**src/rtl/kbd_pkg.sv**
```systemverilog
// Shared types and constants for the PS/2 scan-code sequencer.
package kbd_pkg;

  typedef enum logic [1:0] {
    ST_IDLE    = 2'd0,
    ST_EXT     = 2'd1,
    ST_BRK     = 2'd2,
    ST_EXT_BRK = 2'd3
  } state_t;

  localparam logic [7:0] PREFIX_EXT = 8'hE0;
  localparam logic [7:0] PREFIX_BRK = 8'hF0;

  localparam logic [7:0] IGN_00 = 8'h00;
  localparam logic [7:0] IGN_FF = 8'hFF;
  localparam logic [7:0] IGN_AA = 8'hAA;
  localparam logic [7:0] IGN_FA = 8'hFA;
  localparam logic [7:0] IGN_FE = 8'hFE;

  // Housekeeping bytes (overrun, BAT pass, ACK, resend) that never reach the display.
  function automatic logic is_ignored(input logic [7:0] b);
    logic hit;
    case (b)
      IGN_00, IGN_FF, IGN_AA, IGN_FA, IGN_FE: hit = 1'b1;
      default:                                hit = 1'b0;
    endcase
    return hit;
  endfunction

  function automatic logic [3:0] sat_inc(input logic [3:0] v);
    return (v == 4'd15) ? 4'd15 : v + 4'd1;
  endfunction

endpackage

```
**src/rtl/scan_code_sequencer_prefix_timer.sv**
```systemverilog
// Idle-cycle watchdog for a partially received prefix sequence.
module prefix_timer #(
  parameter int TIMEOUT_CYCLES = 50000
) (
  input  logic clk,
  input  logic reset,
  input  logic run,
  input  logic restart,
  output logic expired
);

  localparam int W = $clog2(TIMEOUT_CYCLES);
  localparam logic [W-1:0] LAST = W'(TIMEOUT_CYCLES - 1);

  logic [W-1:0] count_r;

  // Held at zero outside a prefix; every byte restarts the idle window.
  always_ff @(posedge clk or negedge reset) begin
    if (!reset) begin
      count_r <= '0;
    end else if (!run || restart || expired) begin
      count_r <= '0;
    end else begin
      count_r <= count_r + W'(1);
    end
  end

  assign expired = run && (count_r == LAST);

endmodule

```
**src/rtl/scan_code_sequencer.sv**
```systemverilog
// Decodes PS/2 make/break/E0 byte sequences into push/pop/clear display commands.
module scan_code_sequencer
  import kbd_pkg::*;
#(
  parameter logic [7:0] BKSP_CODE      = 8'h66,
  parameter logic [7:0] ESC_CODE       = 8'h76,
  parameter int         REPEAT_FILTER  = 1,
  parameter int         TIMEOUT_CYCLES = 50000
) (
  input  logic       clk,
  input  logic       reset,
  input  logic       byte_valid,
  input  logic [7:0] byte_in,
  output logic       push_valid,
  output logic [7:0] push_code,
  output logic       push_ext,
  output logic       pop,
  output logic       clear,
  output logic       key_held,
  output logic [3:0] err_count
);

  state_t     state_r;
  logic [7:0] held_code_r;
  logic       held_ext_r;
  logic       expired_s;
  logic       make_s, brk_s, ext_s, err_s, match_s, accept_s, is_prefix_s;

  prefix_timer #(.TIMEOUT_CYCLES(TIMEOUT_CYCLES)) u_timer (
    .clk     (clk),
    .reset   (reset),
    .run     (state_r != ST_IDLE),
    .restart (byte_valid),
    .expired (expired_s)
  );

  // Classify the current byte (or idle timeout) as make, break or protocol error.
  always_comb begin
    make_s      = 1'b0;
    brk_s       = 1'b0;
    ext_s       = 1'b0;
    err_s       = 1'b0;
    is_prefix_s = (byte_in == PREFIX_EXT) || (byte_in == PREFIX_BRK);
    if (byte_valid) begin
      case (state_r)
        ST_IDLE: make_s = !is_prefix_s && !is_ignored(byte_in);
        ST_EXT: begin
          ext_s  = 1'b1;
          err_s  = (byte_in == PREFIX_EXT);
          make_s = !is_prefix_s;
        end
        ST_BRK, ST_EXT_BRK: begin
          ext_s = (state_r == ST_EXT_BRK);
          err_s = is_prefix_s;
          brk_s = !is_prefix_s;
        end
        default: make_s = 1'b0;
      endcase
    end else begin
      err_s = expired_s;
    end
    match_s  = key_held && (held_ext_r == ext_s) && (held_code_r == byte_in);
    accept_s = make_s && !((REPEAT_FILTER != 0) && match_s);
  end

  // Prefix FSM, held-key tracking and registered command strobes.
  always_ff @(posedge clk or negedge reset) begin
    if (!reset) begin
      state_r     <= ST_IDLE;
      push_valid  <= 1'b0;
      push_code   <= 8'h00;
      push_ext    <= 1'b0;
      pop         <= 1'b0;
      clear       <= 1'b0;
      key_held    <= 1'b0;
      held_code_r <= 8'h00;
      held_ext_r  <= 1'b0;
      err_count   <= 4'd0;
    end else begin
      push_valid <= 1'b0;
      pop        <= 1'b0;
      clear      <= 1'b0;

      if (byte_valid) begin
        case (state_r)
          ST_IDLE:
            if (byte_in == PREFIX_EXT)      state_r <= ST_EXT;
            else if (byte_in == PREFIX_BRK) state_r <= ST_BRK;
            else                            state_r <= ST_IDLE;
          ST_EXT:
            if (byte_in == PREFIX_BRK)      state_r <= ST_EXT_BRK;
            else if (byte_in == PREFIX_EXT) state_r <= ST_EXT;
            else                            state_r <= ST_IDLE;
          default: state_r <= ST_IDLE;
        endcase
      end else if (expired_s) begin
        state_r <= ST_IDLE;
      end else begin
        state_r <= state_r;
      end

      if (err_s) err_count <= sat_inc(err_count);

      if (accept_s) begin
        key_held    <= 1'b1;
        held_code_r <= byte_in;
        held_ext_r  <= ext_s;
        if (!ext_s && byte_in == ESC_CODE) begin
          clear <= 1'b1;
        end else if (!ext_s && byte_in == BKSP_CODE) begin
          pop <= 1'b1;
        end else begin
          push_valid <= 1'b1;
          push_code  <= byte_in;
          push_ext   <= ext_s;
        end
      end else if (brk_s && match_s) begin
        key_held <= 1'b0;
      end
    end
  end

endmodule

```
**config.mk**
```make
export PLATFORM = sky130hd
export DESIGN_NAME = scan_code_sequencer
export DESIGN_NICKNAME = d
export VERILOG_FILES = /design/src/rtl/kbd_pkg.sv /design/src/rtl/scan_code_sequencer_prefix_timer.sv /design/src/rtl/scan_code_sequencer.sv
export SDC_FILE = /design/constraint.sdc
export NUM_CORES = 1
export LEC_CHECK = 0
export CORE_MARGIN = 2
export CORE_UTILIZATION = 58
export DETAILED_ROUTE_END_ITERATION = 10
export PLACE_DENSITY = 0.83
export SETUP_SLACK_MARGIN = 0.3
export SYNTH_ARGS = -nofsm -noshare
export SYNTH_HDL_FRONTEND = slang
export SYNTH_SLANG_ARGS = --single-unit
export TNS_END_PERCENT = 100
```
**constraint.sdc**
```tcl
create_clock -name clk -period 4.35 [get_ports clk]
set_input_delay 0.87 -clock clk [delete_from_list [all_inputs] [get_ports clk]]
set_output_delay 0.87 -clock clk [all_outputs]
set_load 0.05 [all_outputs]
```
# --- After elaboration in Yosys (flattened, before gate mapping) ---
# Cells that the tools add are included.
word_totals:
  regBits: 44
  output_inout_bits: 17
classes:
  n_addsub: 2
  eq_ne: 15
  mux: 30
  n_bitwise: 2
  reduce_logical: 24
op_table:
  columns: ["op", "n"]
  rows:
  - ["$eq A8 B8 Y1 const B", 6]
  - ["$mux W1", 19]
  - ["$add A16 B1 Y16 const B", 1]
  - ["$eq A16 B16 Y1 const B", 1]
  - ["$eq A8 B7 Y1 const B", 2]
  - ["$mux W16", 1]
  - ["$mux W2", 5]
  - ["$eq A8 B8 Y1", 1]
  - ["$logic_and A1 B1 Y1", 8]
  - ["$logic_not A8 Y1", 1]
  - ["$pmux W1 S2", 3]
  - ["$reduce_bool A2 Y1", 3]
  - ["$logic_not A1 Y1", 5]
  - ["$reduce_or A5 Y1", 1]
  - ["$add A4 B1 Y4 const B", 1]
  - ["$eq A2 B2 Y1 const B", 2]
  - ["$eq A4 B4 Y1 const B", 1]
  - ["$mux W4", 1]
  - ["$pmux W2 S2", 1]
  - ["$logic_or A1 B1 Y1", 3]
  - ["$reduce_and A3 Y1", 1]
  - ["$eq A2 B1 Y1 const B", 1]
  - ["$logic_not A2 Y1", 1]
  - ["$not A1 Y1", 2]
  - ["other kinds (2)", 2]

# --- Logic depth before layout (Yosys ltp) ---
depth:
  depth_word: 11
  ltp_mapped: 7
  depth_no_buf: 6

# --- By module ---
# From an unflattened synthesis, not the netlist that was laid out.
unflattened:
  cells_unflattened: 196
  area_unflattened_um2: 2230.9
modules_own_cells:
  columns: ["module", "n_inst", "cells_each", "area_each_um2", "seq_area_each_um2"]
  rows:
  - ["scan_code_sequencer", 1, 115, 1415.1, 700.7]
  - ["prefix_timer", 1, 81, 815.8, 400.4]

# --- Worst setup path before layout ---
# No wires, ideal clock.
synth_timing:
  kind: "input to register"
  from: "in byte_in[7]"
  to: "reg push_code[1]"
  arrival_ns: 2.331
  required_ns: 4.225
  setup_slack_ns: 1.893
  stages: 7
  cell_sequence: "buf_6 or4b_1 or3_1 nand4_1 nor3b_1 buf_6 mux2_4"
synth_via:
  elab_chain_len: 11
  elab_cells_between_ends: 28
  cone_classes: "eq/ne: 9; mux: 5; bitwise: 2; reduce/logical: 12"
synth_lines:
  columns: ["item", "line", "rtl"]
  rows:
  - ["start, declared", "scan_code_sequencer.sv:13", "input logic [7:0] byte_in,"]
  - ["$eq A8 B8 Y1 / $logic_not A8 Y1 (equally long branches)", "kbd_pkg.sv:23", "case (b)"]
  - ["$reduce_or A5 Y1", "kbd_pkg.sv:23", null]
  - ["$mux W1", "kbd_pkg.sv:23", null]
  - ["$mux W1", "scan_code_sequencer.sv:45", "case (state_r)"]
  - ["$mux W1", "scan_code_sequencer.sv:44", "if (byte_valid) begin"]
  - ["$logic_not A1 Y1", "scan_code_sequencer.sv:46", "ST_IDLE: make_s = !is_prefix_s && !is_ignored(byte_in);"]
  - ["$logic_and A1 B1 Y1", "scan_code_sequencer.sv:46", null]
  - ["$pmux W1 S2", "scan_code_sequencer.sv:45", null]
  - ["$mux W1", "scan_code_sequencer.sv:44", null]
  - ["$logic_and A1 B1 Y1", "scan_code_sequencer.sv:63", "accept_s = make_s && !((REPEAT_FILTER != 0) && match_s);"]
  - ["$reduce_and A3 Y1 (no source line) *", null, null]
  - ["end signal, assigned", "scan_code_sequencer.sv:114", "push_code <= byte_in;"]
  - ["end, declared", "scan_code_sequencer.sv:15", "output logic [7:0] push_code,"]
# Mark *: on every way between the ends. The rest lies on a longest branch, timed or not. The select of a mux whose other input is x is not followed.
# A chain may end at the register's enable or synchronous reset.

# --- Final worst setup path ---
layout_timing:
  from: "in byte_in[4]"
  to: "reg held_code_r[2]"
layout_via:
  elab_chain_len: 10
  elab_cells_between_ends: 21
  cone_classes: "eq/ne: 7; mux: 5; reduce/logical: 9"
layout_lines:
  columns: ["item", "line", "rtl"]
  rows:
  - ["$eq A8 B8 Y1 / $logic_not A8 Y1 (equally long branches)", "kbd_pkg.sv:23", null]
  - ["$reduce_or A5 Y1", "kbd_pkg.sv:23", null]
  - ["$mux W1", "kbd_pkg.sv:23", null]
  - ["$mux W1", "scan_code_sequencer.sv:45", null]
  - ["$mux W1", "scan_code_sequencer.sv:44", null]
  - ["$logic_not A1 Y1", "scan_code_sequencer.sv:46", null]
  - ["$logic_and A1 B1 Y1", "scan_code_sequencer.sv:46", null]
  - ["$pmux W1 S2", "scan_code_sequencer.sv:45", null]
  - ["$mux W1", "scan_code_sequencer.sv:44", null]
  - ["$logic_and A1 B1 Y1 *", "scan_code_sequencer.sv:63", null]
  - ["end signal, assigned", "scan_code_sequencer.sv:106", "held_code_r <= byte_in;"]
  - ["end, declared", "scan_code_sequencer.sv:24", "logic [7:0] held_code_r;"]
# Marks and branches as above.

==> reports/results.ini <==
[routing]
via_per_inst=5.664
final_antenna_net_count=0
route.detailed.drc=0
vias=1518
routed_wl_microns=4245
wl_per_cell_microns=15.84
drtIter0Drc=71
drtPass1Iterations=4

[placement]
place_area_sq_mm=0.002425
place_congestion=0.8644
dp_slack_ns=1.113
io_buffers=27
post-dp-hpwl_microns=3059

[sta]
fin_skew_ns=0.003743
post-route-period-util_pct=67.31
clock.fmax_ghz=0.3415
fin_crit_ns=2.928
hold_viol=0
setup_violations=0
fin_ws_ns=1.422
setup_tns_ns=0
max_slew_margin_pct=34.39
rsz0062_at_grt=no
worst_pin_slew_ns=0.9841
slew_violations=0

[min_path]
hold_class=register to register

[critical_path]
arrival_ns=3.12
endpoint_kind=register
cp-start-kind=primary input
critical_path_required_ns=4.55
worst-path-max-fanout=13
crit_type=primary input to register

[layout]
postLayoutCellArea_sq_mm=0.002536
antenna_cells=0
utilization_pct=70.33
area_delta_synth_final_pct=18.47
drive_gt1_share_pct=14.09
fin_nets=232

[global_routing]
grtUsageMet1_pct=27.49
grt_use_met3_pct=4.514
grt_pass1_vias=1545
top_usage_layer=met2
grt_pass1_wl_microns=7210
grt_max_degree=45
antenna_found_initial=0
met2_usage_pct=39.95
overflow=0
grt_use_total_pct=23.05

[yosys]
synth_warnings=0
synth_edf_count=0
syn_inst=192
synthArstFlopShare_pct=100.0
syn_nets=205
ys_seq_area_share_pct=51.43
netlist_area_sq_mm=0.002141
synthFlopType=dfrtp_1
synth_top_area_share_pct=51.43
yosysMostFrequentCell=dfrtp_1
synthTopCellsByCount=44 x dfrtp_1, 20 x nor2_1, 14 x nand3_1
ys_ff_latch=44
synthTopCellsByArea=dfrtp_1 51%, mux2_2 5.8%, mux2_4 5.6%
yosysTopAreaCell=dfrtp_1
avgSynthCellArea_sq_um=11.15
synth.distinct_cells=37

[floorplan]
io_pins=28
initial_core_util_pct=59.37
dieArea_sq_mm=0.004193
die_h_microns=64.76
rows=22
core_area_sq_mm=0.003606
die_w_microns=64.76

[power_and_ir_drop]
p_leak_nw=1.080
power.density_mw_per_mm2=428.4
vdd_ir_drop_max_mv=0.2723

[run_status]
outcome=finished clean

[cts]
cts_buffer_depth=2
clock_latency_ns=0.30
postCtsSetupBuffers=0
cts-root-buf=clkbuf_8
cts-htree-levels=2
post_cts_resized=0
cts_tree=done
ctsHoldBuffers=0
clk_pin_slew_ns=0.08
cts.sinks=44
numCtsBuffers=5

[job]
cap_violations=0

==> registers in the layout (all words and copies together) (netlist names) <==
signal / flops
held_ext_r: 1
err_count: 4
u_timer.count_r: 16
pop: 1
held_code_r: 8
clear: 1
key_held: 1
push_ext: 1
push_valid: 1
push_code: 8
state_r: 2
==> cells by family (layout without fill, tap and decap cells) <==
family                     count (synthesis)  count (layout)  synth area share (%)
AOI/OAI and AO/OA                         12              12                 4.033
DFF                                       44              44                 51.43
xor gates and xnor gates                  24              24                 9.819
adders and majority gates                  2               2                 1.169
muxes                                     19              19                 11.40
and+or+nand+nor                           75              75                 18.41
buffers and inverters                     16              44                 3.740
==> area by class of cell <==
class                      instances  area, sq um
sequential                        44         1101
clock buffer                       5        68.82
multi-input combinational        132        964.7
inverter                           9        33.78
timing repair buffer              27        265.3
clock inverter                     3        42.54
fill                             277         1070
tap                               48        60.06
==> worst max-delay path, cell delays in order <==
cell             delay, ns
clkdlybuf4s50_1       0.61
nand4_1               0.19
a2bb2oi_1             0.17
a21oi_1               0.12
nor3b_2               0.74
mux2_2                0.42
==> cell usage in the layout (no fill, tap or decap), drive strengths merged, types with 8 or more instances in the layout <==
master / instances
dfrtp: 44
clkdlybuf4s50: 26
nor2: 20
mux2: 19
nand3: 14
xor2: 13
xnor2: 11
inv: 9
nand2: 8
and3: 8
==> power breakdown <==
part           internal [mW]  total (mW)  leakage [nW]  switching, mW
logic                  0.116       0.291         0.466          0.175
registers              0.446       0.482         0.559         0.0356
clock network          0.170       0.314        0.0541          0.144
==> per-stage QoR <==
| stage | cells | hold slack, ns | total power [mW] |
|---|---|---|---|
| 4_1_cts | 268 | 0.4730 | 1.092 |
| 3_3_place_gp | 260 | 0.4477 | 0.7654 |
| 6_report | 268 | 0.4668 | 1.087 |
| 5_1_grt | 268 | 0.4964 | 1.127 |
| 3_5_place_dp | 260 | 0.4617 | 0.7807 |
| 2_1_floorplan | 192 | 0.4331 | 0.6795 |
==> path summary, 6_finish.rpt <==
check | startpoint | cells past startpoint | slack (ns) | end
max | byte_in[4] | 6 | 1.42 | held_code_r[2]
min | u_timer.count_r[0] | 1 | 0.47 | u_timer.count_r[0]
max reg2reg | state_r[0] | 5 | 2.16 | held_code_r[2]
min reg2reg | u_timer.count_r[0] | 1 | 0.47 | u_timer.count_r[0]
max in group asynchronous | reset | 1 | 3.02 | key_held
min in group asynchronous | reset | 1 | 0.72 | u_timer.count_r[1]
==> routing by layer <==
layer	wire length (microns)	up-vias	part of all wire, %
met5	0	-	0
met4	109	0	2.6
met3	144	13	3.4
met2	2235	33	53
met1	1755	752	41
li1	-	720	-
Power figures use the tool's default switching activity.
